--- config.mk ---
export PLATFORM = sky130hd
export DESIGN_NAME = stall_flush_unit
export DESIGN_NICKNAME = d
export VERILOG_FILES = /design/src/rtl/stall_flush_unit.sv
export SDC_FILE = /design/constraint.sdc
export NUM_CORES = 1
export LEC_CHECK = 0
export ABC_AREA = 0
export BUFFER_PORTS_ARGS = -buffer_cell sky130_fd_sc_hd__buf_4
export CAP_MARGIN = 5
export CORE_ASPECT_RATIO = 0.75
export CORE_MARGIN = 4
export CORE_UTILIZATION = 51
export CTS_CLUSTER_SIZE = 40
export DETAILED_ROUTE_END_ITERATION = 10
export HOLD_SLACK_MARGIN = 0.02
export PLACE_DENSITY_LB_ADDON = 0.05
export SYNTH_ARGS = -nofsm -noshare
export SYNTH_HDL_FRONTEND = slang
export SYNTH_SLANG_ARGS = --single-unit
--- constraint.sdc ---
create_clock -name clk -period 2.6 [get_ports clk]
set_input_delay 0.13 -clock clk [delete_from_list [all_inputs] [get_ports clk]]
set_output_delay 0.13 -clock clk [all_outputs]
set_load 0.02 [all_outputs]
--- src/rtl/stall_flush_unit.sv ---
// Pipeline hazard unit: load-use stall, branch flush and multi-cycle MAC
// hold with timeout, plus a saturating count of front-end stall cycles.
module stall_flush_unit #(
  parameter logic [7:0] MAC_TIMEOUT = 8'd200
) (
  input  logic        clk,
  input  logic        rst,
  input  logic        ResultSrcE0,
  input  logic [4:0]  RD_E,
  input  logic [4:0]  RS1_D,
  input  logic [4:0]  RS2_D,
  input  logic        PCSrcE,
  input  logic        MacOpE,
  input  logic        MacDone,
  output logic        StallF,
  output logic        StallD,
  output logic        StallE,
  output logic        FlushD,
  output logic        FlushE,
  output logic        FlushM,
  output logic        MacStart,
  output logic        MacBusy,
  output logic        MacError,
  output logic [15:0] StallCount
);

  localparam int unsigned CNT_W  = 16;
  localparam int unsigned WAIT_W = 8;

  typedef enum logic {
    IDLE     = 1'b0,
    MAC_WAIT = 1'b1
  } state_e;

  state_e              state_q, state_d;
  logic [WAIT_W-1:0]   wait_cnt_q, wait_cnt_d;
  logic                mac_error_q, mac_error_d;
  logic [CNT_W-1:0]    stall_cnt_q, stall_cnt_d;

  logic lw_stall;
  logic mac_stall;
  logic mac_release;

  // State, wait counter, sticky error and stall counter registers
  always_ff @(posedge clk or negedge rst) begin
    if (!rst) begin
      state_q     <= IDLE;
      wait_cnt_q  <= '0;
      mac_error_q <= 1'b0;
      stall_cnt_q <= '0;
    end else begin
      state_q     <= state_d;
      wait_cnt_q  <= wait_cnt_d;
      mac_error_q <= mac_error_d;
      stall_cnt_q <= stall_cnt_d;
    end
  end

  // Next state: enter wait on a MAC op, leave on done or timeout
  always_comb begin
    state_d     = state_q;
    wait_cnt_d  = wait_cnt_q;
    mac_error_d = mac_error_q;
    stall_cnt_d = stall_cnt_q;
    case (state_q)
      IDLE: begin
        if (MacOpE) begin
          state_d    = MAC_WAIT;
          wait_cnt_d = '0;
        end
      end
      MAC_WAIT: begin
        if (mac_release) begin
          state_d = IDLE;
          if (!MacDone) mac_error_d = 1'b1;
        end else begin
          wait_cnt_d = wait_cnt_q + WAIT_W'(1);
        end
      end
      default: state_d = IDLE;
    endcase
    if (StallF && (stall_cnt_q != {CNT_W{1'b1}})) begin
      stall_cnt_d = stall_cnt_q + CNT_W'(1);
    end
  end

  // Outputs: hazard decode, all forced low while reset is held
  always_comb begin
    mac_release = MacDone | (wait_cnt_q == MAC_TIMEOUT);
    lw_stall    = ResultSrcE0 & (RD_E != 5'd0) &
                  ((RD_E == RS1_D) | (RD_E == RS2_D));
    mac_stall   = ((state_q == IDLE) & MacOpE) |
                  ((state_q == MAC_WAIT) & ~mac_release);

    StallF     = rst & (lw_stall | mac_stall);
    StallD     = rst & (lw_stall | mac_stall);
    StallE     = rst & mac_stall;
    FlushM     = rst & mac_stall;
    FlushD     = rst & PCSrcE & ~mac_stall;
    FlushE     = rst & (lw_stall | PCSrcE) & ~mac_stall;
    MacStart   = rst & (state_q == IDLE) & MacOpE;
    MacBusy    = rst & (state_q == MAC_WAIT);
    MacError   = mac_error_q;
    StallCount = stall_cnt_q;
  end

endmodule

==> out/qor.csv <==
stage;metric;value;unit
power;switching share of total power;34.2;%
cts;CTS tree;built;
timing;Max Fclk;0.451;GHz
timing;pins over their slew limit;0;
timing;min cycle time layout;2.22;ns
placed_design;Cells after DPL;235;
routing;Pre-Repair DR Iteration Count;4;
global_routing;pin count of the biggest net entering global routing;24;
routing;Via density;5.43;
critical_path;Critical Path AT;2.09;ns
synthesis;Mean Syn Cell Area;10.0;sq um
critical_path;CP Buf/Inv Count;2;
layout;layout cells sized above 1;28.4;%
synthesis;yosys warns;0;
timing;setup_tns;0;ns
critical_path;worst-path cell chain;inv_1, ha_1, nand4b_4, o41ai_4, and2b_1, o21ai_2, and2_1, buf_4;
cts;CTS Buf Count;3;
cts;CTS clk-pin slew, worst paths;0.08;ns
hold_path;min-delay worst type;input pin to register;
power;clock power share;19.6;%
routing;Routed WL;3230;um
timing;Clock Skew;0.00233;ns
cts;CTS H-tree lvls;1;
critical_path;critical path class;register to primary output;
routing;DRC Markers;0;
floorplan;die area;4000;sq um
cts;CTS resizes;0;
timing;final setup vio count;0;
power;peak supply drop;0.000595;V
placed_design;Cell Area, Placed;1920;sq um
placed_design;Buffers on Ports;45;
global_routing;initial antenna violation count;0;
power;Logic pwr share;33.0;%
cts;TritonCTS Sinks;26;
global_routing;total grt overflow;0;
global_routing;GRT Util Overall;16.9;%
critical_path;CP required;2.47;ns
power;Pleak;1.02;nW
synthesis;FF+latch count, synth;26;
global_routing;vias in the first global route;1221;
critical_path;crit path max fanout;16;
run;maxcap violations;0;
routing;DRT antenna net count;0;
placed_design;GPL Wtd Cong;0.866;
cts;clock tree buffer depth;2;
routing;Vias;1298;
floorplan;die width;71.7;um
global_routing;first-pass GRT wire length;5460;um
timing;Worst Tran Pin Value;0.608;ns
synthesis;Post-synth ARST share;100;%
power;overall power;1.12;mW
layout;Layout area overhead;27.1;%
layout;# diodes;0;
synthesis;Top FF cell, synth;dfrtp_1;
critical_path;slowest CP cell;dfrtp_1;
cts;Clock Tree Root;clkbuf_8;
floorplan;Rows;17;
placed_design;Detailed Place HPWL;2620;um
critical_path;Crit path largest cell delay;0.43;ns
timing;relative slew slack;59.5;%
synthesis;synth unique cells;36;
layout;final instance area;1970;sq um
timing;final hold slack;0.225;ns
floorplan;Core ar.;2940;sq um
layout;post-route insts no fill;239;
power;Net Switching;0.383;mW
critical_path;CP delay by family, top;simple AND/OR/NAND/NOR gates;
synthesis;sequential area share after synthesis;41.9;%
power;Flop pwr share;47.5;%
timing;period utilization;85.3;%
critical_path;crit path launch type;register;
timing;unrepaired setup endpoints after global routing;no;
synthesis;Netlist Area Pre-Place;1550;sq um
floorplan;die height;55.8;um
synthesis;Post-synth EDFFs;0;
floorplan;Initial Util;52.9;%
power;Pwr Density;567;nW/um^2
routing;Starting DRT DRC Count;85;
timing;endpoints failing hold;0;
routing;wire per inst;13.5;um
synthesis;Mapped Nets;179;
cts;worst-skew pair later-pin latency;0.27;ns
critical_path;critical path capture point type;primary output;
run_status;status;completed;
layout;Nets;227;
synthesis;Mapped Cells;155;
floorplan;I/O Pins;46;
power;Int Power;0.737;mW
[worst paths after layout]
check / from / to / slack [ns] / cells past startpoint
worst max-delay path: wait_cnt_q[0] / StallD / 0.38 / 8
worst min-delay path: MacDone / wait_cnt_q[4] / 0.22 / 4
worst max register to register: wait_cnt_q[0] / StallCount[1] / 0.57 / 8
worst min register to register: MacError / MacError / 0.47 / 1
max in group asynchronous: rst / StallCount[10] / 1.86 / 3
min in group asynchronous: rst / wait_cnt_q[3] / 0.25 / 2
[synthesized netlist by cell type, types with 2 or more instances]
| cell | number | area, sq um |
|---|---|---|
| a31oi_1 | 2 | 12.5 |
| and2_1 | 5 | 31.3 |
| and2b_1 | 2 | 15.0 |
| and3_1 | 8 | 50.1 |
| and4_1 | 4 | 35.0 |
| buf_4 | 2 | 15.0 |
| clkbuf_1 | 2 | 7.51 |
| dfrtp_1 | 26 | 651 |
| ha_1 | 3 | 37.5 |
| inv_1 | 5 | 18.8 |
| nand2_1 | 8 | 30.0 |
| nand3_1 | 8 | 40.0 |
| nand4_1 | 11 | 68.8 |
| nor2_1 | 8 | 30.0 |
| nor2b_1 | 3 | 18.8 |
| nor3_1 | 2 | 10.0 |
| nor3b_1 | 3 | 22.5 |
| o211a_1 | 2 | 20.0 |
| o21ai_0 | 9 | 45.0 |
| xnor2_1 | 11 | 96.3 |
| xor2_1 | 16 | 140 |
[cells in the final DEF (no fill, tap or decap), types with 3 or more instances in the layout]
master / count
and2_1: 5
and3_1: 8
and4_1: 4
buf_4: 48
clkbuf_8: 3
dfrtp_1: 26
ha_1: 3
inv_1: 5
nand2_1: 8
nand3_1: 8
nand4_1: 11
nor2_1: 8
nor2b_1: 3
nor3b_1: 3
o21ai_0: 9
xnor2_1: 11
xor2_1: 16
[kinds of logic (layout without fill, tap and decap cells)]
kind of cell,after synthesis,in the layout,synth area share (%)
buffers and inverters,12,58,3.94
flip-flops,26,26,41.9
AND/OR/NAND/NOR,66,66,25.9
AO/OA/AOI/OAI,20,20,9.66
multiplexers,1,1,0.966
XOR/XNOR,27,27,15.2
adder cells (fa/ha/maj),3,3,2.42
[flip-flops by register name, summed over array words and instances, names as in the netlist]
register    cells
wait_cnt_q      8
MacError        1
state_q         1
StallCount     16
[cell type report]
class,instances,area [sq um]
multi-input combinational,117,842
fill,237,961
timing repair buffer,49,370
tap,38,47.5
sequential,26,651
clock buffer,3,41.3
inverter,6,22.5
[what timing repair did]
item,CTS,global route
endpoints found under the setup margin,0,0
hold endpoints to repair,26,0
hold buffers,1,0
setup buffers,0,0
[metal layers]
metal / global-route usage, % / vias up / wire length, um
met5: 0 / - / 0
met4: 3.22 / 0 / 21
met3: 5.96 / 4 / 331
met2: 23.7 / 57 / 1330
met1: 25.1 / 596 / 1550
li1: - / 641 / -
[worst register-to-register path: stages, from the launching register on]
cell      delay [ns]
dfrtp_1         0.43
inv_1           0.08
ha_1            0.18
nand4b_4        0.12
o41ai_4         0.23
and2b_1         0.20
o21ai_2         0.19
nor2b_4         0.21
mux2_4          0.29
[power groups by stage]
| stage | Clock [mW] | Combinational (mW) | Sequential, mW |
|---|---|---|---|
| final | 0.219 | 0.369 | 0.531 |
| after global routing | 0.244 | 0.404 | 0.540 |
| after CTS | 0.228 | 0.375 | 0.530 |
| after detailed placement | 0 | 0.373 | 0.536 |
| after global placement | 0 | 0.366 | 0.533 |
| after floorplan | 0 | 0.179 | 0.573 |
[through the flow]
| step | worst slack [ns] | util [%] |
|---|---|---|
| 4_1_cts | 0.371 | 67.3 |
| 3_5_place_dp | 0.584 | 65.5 |
| 6_report | 0.382 | 67.3 |
| 3_3_place_gp | 0.640 | 65.5 |
| 5_1_grt | 0.222 | 67.3 |
| 2_1_floorplan | 0.416 | - |
(Power assumes the default switching activity.)
